### src/rtl/ifu_fetch.sv
`default_nettype none
// +----------------------------------------------------------------------------+
// | ifu_fetch : instruction fetch unit with a 2-deep output FIFO, credit-based  |
// |             request throttling and redirect flush / stale-response discard. |
// | Optional   : define IFU_PERF_CNT_EN to add the fetch_cnt handshake counter. |
// | Revision   : 1.0  initial release                                           |
// +----------------------------------------------------------------------------+
`ifndef PC_SIZE
`define PC_SIZE 32
`endif
module ifu_fetch #(
  parameter int PC_W = `PC_SIZE,
  parameter int INSTR_W = 32
) (
  input  logic               clk,
  input  logic               rst_n,
  input  logic [PC_W-1:0]    pc_rtvec,
  output logic               imem_req_valid,
  input  logic               imem_req_ready,
  output logic [PC_W-1:0]    imem_req_addr,
  input  logic               imem_rsp_valid,
  input  logic [INSTR_W-1:0] imem_rsp_data,
  input  logic               imem_rsp_err,
  output logic               ifu_valid,
  input  logic               ifu_ready,
  output logic [INSTR_W-1:0] ifu_instr,
  output logic [PC_W-1:0]    ifu_pc,
  output logic               ifu_err,
`ifdef IFU_PERF_CNT_EN
  output logic [31:0]        fetch_cnt,
`endif
  input  logic               redirect_valid,
  input  logic [PC_W-1:0]    redirect_pc
);

  typedef enum logic [0:0] {BOOT = 1'b0, RUN = 1'b1} state_e;

  state_e             state_q;
  logic [PC_W-1:0]    pc_q, pc_d;
  logic [1:0]         disc_q, disc_d;

  logic [INSTR_W-1:0] fifo_instr_q [2];
  logic [PC_W-1:0]    fifo_pc_q    [2];
  logic [1:0]         fifo_err_q;
  logic               fifo_rd_q, fifo_wr_q;
  logic [1:0]         fifo_cnt_q;

  logic [PC_W-1:0]    infl_pc_q [2];
  logic               infl_rd_q, infl_wr_q;
  logic [1:0]         infl_cnt_q;

  logic [2:0]         credit;
  logic               req_fire, rsp_keep, rsp_drop, deq;
  logic               unused_lsbs;

  // Discarded (stale) responses still hold credit until they return.
  assign credit         = {1'b0, fifo_cnt_q} + {1'b0, infl_cnt_q} + {1'b0, disc_q};
  assign imem_req_valid = (state_q == RUN) && (credit < 3'd2) && !redirect_valid;
  assign imem_req_addr  = pc_q;
  assign req_fire       = imem_req_valid && imem_req_ready;
  assign rsp_keep       = imem_rsp_valid && (disc_q == 2'd0);
  assign rsp_drop       = imem_rsp_valid && (disc_q != 2'd0);

  assign ifu_valid = (fifo_cnt_q != 2'd0);
  assign ifu_instr = fifo_instr_q[fifo_rd_q];
  assign ifu_pc    = fifo_pc_q[fifo_rd_q];
  assign ifu_err   = fifo_err_q[fifo_rd_q];
  assign deq       = ifu_valid && ifu_ready;

  assign unused_lsbs = ^{pc_rtvec[1:0], redirect_pc[1:0]};

  always_comb begin
    pc_d   = pc_q;
    disc_d = disc_q;
    if (state_q == BOOT) begin
      pc_d = {pc_rtvec[PC_W-1:2], 2'b00};
    end else if (redirect_valid) begin
      pc_d   = {redirect_pc[PC_W-1:2], 2'b00};
      // A response landing this cycle retires its own request, so it is not stale.
      disc_d = infl_cnt_q + disc_q - {1'b0, imem_rsp_valid};
    end else begin
      if (req_fire) pc_d = pc_q + PC_W'(4);
      if (rsp_drop) disc_d = disc_q - 2'd1;
    end
  end

  always_ff @(posedge clk or negedge rst_n) begin
    if (!rst_n) begin
      state_q    <= BOOT;
      pc_q       <= '0;
      disc_q     <= '0;
      fifo_err_q <= '0;
      fifo_rd_q  <= 1'b0;
      fifo_wr_q  <= 1'b0;
      fifo_cnt_q <= '0;
      infl_rd_q  <= 1'b0;
      infl_wr_q  <= 1'b0;
      infl_cnt_q <= '0;
      for (int i = 0; i < 2; i++) begin
        fifo_instr_q[i] <= '0;
        fifo_pc_q[i]    <= '0;
        infl_pc_q[i]    <= '0;
      end
    end else begin
      pc_q   <= pc_d;
      disc_q <= disc_d;
      case (state_q)
        BOOT: state_q <= RUN;
        RUN: begin
          if (redirect_valid) begin
            fifo_rd_q  <= 1'b0;
            fifo_wr_q  <= 1'b0;
            fifo_cnt_q <= '0;
            infl_rd_q  <= 1'b0;
            infl_wr_q  <= 1'b0;
            infl_cnt_q <= '0;
          end else begin
            if (req_fire) begin
              infl_pc_q[infl_wr_q] <= pc_q;
              infl_wr_q            <= ~infl_wr_q;
            end
            if (rsp_keep) begin
              fifo_instr_q[fifo_wr_q] <= imem_rsp_data;
              fifo_pc_q[fifo_wr_q]    <= infl_pc_q[infl_rd_q];
              fifo_err_q[fifo_wr_q]   <= imem_rsp_err;
              fifo_wr_q               <= ~fifo_wr_q;
              infl_rd_q               <= ~infl_rd_q;
            end
            if (deq) fifo_rd_q <= ~fifo_rd_q;
            fifo_cnt_q <= fifo_cnt_q + {1'b0, rsp_keep} - {1'b0, deq};
            infl_cnt_q <= infl_cnt_q + {1'b0, req_fire} - {1'b0, rsp_keep};
          end
        end
        default: state_q <= BOOT;
      endcase
    end
  end

`ifdef IFU_PERF_CNT_EN
  logic [31:0] fetch_cnt_q;

  // A handshake coincident with a redirect still counts as delivered.
  always_ff @(posedge clk or negedge rst_n) begin
    if (!rst_n)   fetch_cnt_q <= '0;
    else if (deq) fetch_cnt_q <= fetch_cnt_q + 32'd1;
  end

  assign fetch_cnt = fetch_cnt_q;
`endif

endmodule
`default_nettype wire

### config.mk
export PLATFORM = sky130hd
export DESIGN_NAME = ifu_fetch
export DESIGN_NICKNAME = d
export VERILOG_FILES = /design/src/rtl/ifu_fetch.sv
export SDC_FILE = /design/constraint.sdc
export NUM_CORES = 1
export LEC_CHECK = 0
export ABC_CLOCK_PERIOD_IN_PS = 3800
export BUFFER_PORTS_ARGS = -buffer_cell sky130_fd_sc_hd__buf_2
export CORE_ASPECT_RATIO = 0.75
export CORE_MARGIN = 1
export CORE_UTILIZATION = 56
export DETAILED_ROUTE_END_ITERATION = 7
export PLACE_DENSITY = 0.78
export REMOVE_ABC_BUFFERS = 1
export SLEW_MARGIN = 20
export SYNTH_ARGS = -nofsm -noshare
export SYNTH_HDL_FRONTEND = slang
export SYNTH_SLANG_ARGS = --single-unit
export TNS_END_PERCENT = 10
### constraint.sdc
create_clock -name clk -period 3.8 [get_ports clk]
set_input_delay 0.57 -clock clk [delete_from_list [all_inputs] [get_ports clk]]
set_output_delay 0.57 -clock clk [all_outputs]
set_load 0.01 [all_outputs]
After elaboration in Yosys (flattened, before gate mapping). Cells that the tools add are included.

Input bits: 103. Bits in registers: 237.

Add/subtract/negate cells: 10. Mux-type cells: 36. Reduce and logical (&&, ||, !) cells: 23. Equality and inequality tests: 1. Magnitude comparators: 10. Bitwise gates (word level): 9.

Operators by type and width (number): two-way mux 32 bit (14); bitwise mux 64 bit (3); demux 32 bit (select 1 bit) (2); adder 32 x 3 -> 32 bit, second input constant (1); nonzero test 2 bit (6); two-way mux 1 bit (11); logical AND 1 bit (9); greater-or-equal comparator 2 bit, second input constant (4); two-way mux 2 bit (4); NOT 1 -> 2 bit (4); AND reduction 2 bit (4); AND reduction 3 bit (2); subtractor 2 x 1 -> 2 bit (3); NOT 1 bit (5); adder 2 x 1 -> 2 bit (2); < comparator 1 x 2 -> 1 bit, second input constant (2); < comparator 2 x 1 -> 1 bit, second input constant (2); adder 2 x 2 -> 3 bit (1); adder 3 x 2 -> 3 bit (1); < comparator 3 x 2 -> 1 bit, second input constant (1); inequality test 3 x 2 -> 1 bit, second input constant (1); adder 2 bit (1); bitwise mux 2 bit (1); logical NOT 2 bit (1); other kinds (4) (4).

Logic depth before layout (Yosys ltp).
Word-level depth: 9. Depth in mapped cells: 16. Gate-level depth less buffers: 14.

Worst setup path before layout. Ideal clock, no wire load.

Kind: reg2reg. Start point: register disc_q[1]. End point: register infl_cnt_q[1]. Arrival time: 2.971 ns. Cell stages (with the launch flop): 17. Clock period less this slack: 3.088 ns. Buffers on the path: 2. Slack: 0.712 ns. Data required time: 3.683 ns. Cell sequence: dfrtp_1 inv_1 fa_1 inv_1 ha_1 xor2_1 and2_1 buf_2 nand2_1 clkbuf_1 ha_1 inv_1 ha_1 xor2_1 o21ai_0 nand2_1 nand2_1.

Cells in the longest elaborated chain, start to end: 8. Elaborated cells between the ends (all ways): 10.

Ends and longest elaborated chain: from (decl) (RTL line 40) `logic [1:0] disc_q, disc_d;`; from (signal assigned) (RTL line 106) `disc_q <= disc_d;`; adder 3 x 2 -> 3 bit (RTL line 57) `assign credit = {1'b0, fifo_cnt_q} + {1'b0, infl_cnt_q} + {1'b0, disc_q};`; < comparator 3 x 2 -> 1 bit (RTL line 58) `assign imem_req_valid = (state_q == RUN) && (credit < 3'd2) && !redirect_valid;`; logical AND 1 bit (2 in series) (RTL line 58); logical AND 1 bit (RTL line 60) `assign req_fire = imem_req_valid && imem_req_ready;`; adder 2 x 1 -> 2 bit (RTL line 131) `infl_cnt_q <= infl_cnt_q + {1'b0, req_fire} - {1'b0, rsp_keep};`; subtractor 2 x 1 -> 2 bit * (RTL line 131); two-way mux 2 bit * (RTL line 110) `if (redirect_valid) begin`; to (signal assigned) (RTL line 131); to (decl) (RTL line 50) `logic [1:0] infl_cnt_q;`.

Mark *: on every way between the ends. The rest lies on a longest branch, timed or not. A chain may end at the register's enable or synchronous reset.

Worst setup path after layout.
Start point: register disc_q[1]. End point: register infl_pc_q[45] (netlist bit).

Cells in the longest elaborated chain, start to end: 6.

Ends and longest elaborated chain: adder 3 x 2 -> 3 bit (RTL line 57); < comparator 3 x 2 -> 1 bit (RTL line 58); logical AND 1 bit (2 in series) (RTL line 58); logical AND 1 bit (RTL line 60); AND reduction 3 bit (no source line); to (signal, indexed assignment) (RTL line 119) `infl_pc_q[infl_wr_q] <= pc_q;`; to (decl) (RTL line 48) `logic [PC_W-1:0] infl_pc_q [2];`.

Every way passes these cells.

==> run summary <==
outcome - complete, no violations
Tmin final - 3.029 ns
number of clock sinks - 227
maximum fanout along the worst path - 22
number of gates resized after cts - 0
fraction of the mapped netlist area in compound gates - 8.717%
Post-Synth Adder-Cell Area - 1.341%
capture instance of the worst register-to-register path - infl_pc_q[45]$_DFFE_PN0P_
relative contribution of the clock network to total power - 21.7%
final critical-path share of the clock period - 79.72%
setup violators final - 0
relative slew slack - 30.34%
simple-gate portion of the synthesized area - 9.688%
required time at the worst-slack endpoint - 4.18 ns
area growth from synthesis to final layout - 18.08%
combined global-route utilization of all metal layers - 25.59%
hold-fix buffer count after cts - 0
Hold Fails Final Rpt - 0
layout cell share with drive strength beyond 1 - 37.88%
switching share of power - 34.27%
reported leakage power - 6.060 nW
Root Buffer Master - sky130_fd_sc_hd__clkbuf_16
dominant combinational cell family by area after synthesis - multiplexers
post-synthesis instance area - 0.01082 mm2
antenna violations before repair - 1
Pwr Density - 785.6 mW/mm2
achievable clock frequency - 330.1 MHz
via count of the routed design - 7943
Max Clock Skew - 0.02199 ns
post-CTS repair timing setup buffer count - 0
clock tree from TritonCTS - yes
Synth Register Bits - 227
first-pass GRT wire length - 40050 um
pin count of the biggest net entering global routing - 104
total internal power - 6.599 mW
most used flip-flop cell after synthesis - sky130_fd_sc_hd__dfrtp_1
register-to-register path setup slack - 0.77 ns
highest-count cells in the layout ignoring fill and taps - 224 x sky130_fd_sc_hd__dfrtp_1, 192 x sky130_fd_sc_hd__buf_2, 177 x sky130_fd_sc_hd__mux2_2
maximum capacitance violations - 0
half-perimeter wire length of the detailed placement result - 16930 um
via count of the first global-routing pass - 7798
mux cell area share after synthesis - 21.47%
pre-CTS setup slack - 0.7889 ns
final instance area - 0.01278 mm2
Horiz. Die Dim - 162.5 um
post-synthesis instance total - 963
CTS HTree Levels - 1
sequential fraction of the synthesis area - 52.49%
Psw - 3.440 mW
utilization of the core after routing - 68.26%
WL/cell - 17.98 um
number of enable flip-flop cells after synthesis - 0
Cell Rows - 43
number of buffers on the longest clock path - 3
Routability Congestion - 0.8106
Tightest Hold Check Type - in2async
number of distinct library cells after synthesis - 47
slew of the pin with the lowest slew margin - 1.045 ns
number of detailed-route iterations in the first pass - 5
Comb power frac - 36.7%
most common library cell in the layout ignoring fill and taps - sky130_fd_sc_hd__dfrtp_1
clock network latency to the later pin of the worst-skew pair - 0.52 ns
xor and xnor area share after synthesis - 2.347%
fraction of registers with async set or reset after synthesis - 100.0%
core area - 0.01872 mm2
Setup Crit Path Kind - reg2reg
clock slew at reported path FFs - 0.06 ns
portion of total power attributed to sequential cells - 41.6%
total clock buffers created by CTS - 23
smallest hold slack - 0.09245 ns
Port Buffers - 193
launching point of the worst reg2reg path - disc_q[1]$_DFFE_PN0P_
routed wire length - 25150 um
post-route worst setup slack - 0.7708 ns
crit path DAT - 3.41 ns
Starting Density - 57.81%
Fill cells - 1430
fin. max-slew vios - 0
R2R cell count - 11
post-place instance area - 0.01204 mm2
remaining number of nets flagged by the antenna check after routing - 0
RSZ-0062 raised after global routing - false
die area - 0.01989 mm2
count of pins on the block boundary - 202
total grt overflow - 0
CP startpoint kind - register
type of destination of the critical path - register
number of DRC violations after detailed-routing iteration 0 - 544
post-layout net count - 1249
Avg Synthesized Cell Area - 11.24 um2
number of warnings printed during yosys synthesis - 0
Die Ht - 122.4 um
maximum VDD drop - 0.4996 mV
worst setup path startpoint - disc_q[1]$_DFFE_PN0P_
via/cell ratio - 5.678
final routed DRC violation total - 0
[cell families (layout without fill, tap and decap cells)]
family,Yosys count,after routing
other,2,6
multiplexers,210,210
adder cells (fa/ha/maj),11,11
AO/OA/AOI/OAI,160,160
XOR/XNOR,29,29
AND/OR/NAND/NOR,225,225
buffers and inverters,99,284
flip-flops,227,227
[critical path, stage by stage, from the launching register on]
cell and delay (ns):
sky130_fd_sc_hd__dfrtp_1 0.36, sky130_fd_sc_hd__inv_1 0.09, sky130_fd_sc_hd__fa_1 0.53, sky130_fd_sc_hd__inv_1 0.04
sky130_fd_sc_hd__ha_1 0.30, sky130_fd_sc_hd__nor2b_1 0.18, sky130_fd_sc_hd__and2_1 0.17, sky130_fd_sc_hd__nand2_1 0.06
sky130_fd_sc_hd__buf_4 0.26, sky130_fd_sc_hd__nor2_4 0.32, sky130_fd_sc_hd__buf_12 0.24, sky130_fd_sc_hd__mux2_2 0.35
[registers in the layout, indices dropped and copies added, names as in the netlist, 2 cells and up]
| register | count |
|---|---|
| infl_pc_q | 60 |
| fifo_cnt_q | 2 |
| fifo_instr_q | 64 |
| fifo_pc_q | 60 |
| fifo_err_q | 2 |
| infl_cnt_q | 2 |
| disc_q | 2 |
| imem_req_addr | 30 |
[cell type report]
cell class                 count  area [um2]  area share (%)
tap                          247       309.0           2.418
antenna                        1       2.502         0.01958
multi-input combinational    640        4758           37.23
timing repair buffer         210        1166           9.125
clock inverter                 4       27.53          0.2154
inverter                      33       123.9          0.9693
clock buffer                  37       708.2           5.541
sequential                   227        5684           44.48
[through the flow]
step,cells,total power [mW],setup TNS (ns)
floorplan,900,6.508,-302.08
global placement,1357,7.713,0
detailed placement,1357,7.897,0
CTS,1398,10.12,0
global route,1399,10.70,0
finish,1399,10.04,0
[cell usage after synthesis, drive strengths merged (7+ instances only)]
library cell,number,area [um2]
a21oi,45,225.2
and3,7,43.79
buf,27,150.1
clkbuf,39,146.4
dfrtp,227,5680
ha,10,125.1
inv,33,123.9
mux2,177,1993
mux2i,33,330.3
nand2,92,345.3
nand3,18,107.6
nand4,7,43.79
nor2,62,232.7
nor2b,11,68.82
nor3,10,50.05
o21ai,67,335.3
o22ai,20,137.6
o311a,14,140.1
xnor2,21,183.9
xor2,8,70.07
[power by group through the flow]
stage	registers, mW	logic [mW]	clock network (mW)
4_1_cts	4.18	3.71	2.24
3_5_place_dp	4.21	3.68	0
3_3_place_gp	4.13	3.58	0
2_1_floorplan	4.06	2.45	0
5_1_grt	4.32	4.04	2.34
6_report	4.17	3.68	2.18
[worst max path at each step]
stage | endpoint | slack [ns]
finish | infl_pc_q[45]$_DFFE_PN0P_ | 0.77
CTS | infl_pc_q[45]$_DFFE_PN0P_ | 0.76
global route | infl_cnt_q[1]$_DFFE_PN0P_ | 0.51
global placement | infl_pc_q[47]$_DFFE_PN0P_ | 0.83
floorplan | fifo_err_q[0]$_DFFE_PN0P_ | -3.97
detailed placement | infl_pc_q[45]$_DFFE_PN0P_ | 0.79
[routing by layer]
metal  share of wire, %  up-vias  global-route usage [%]
li1                   -     3711                       -
met1                 45     3909                   36.13
met2                 46      282                   40.71
met3                7.0       41                   4.698
met4                2.2        0                   7.075
met5                  0        -                       0
(Power assumes the default switching activity.)
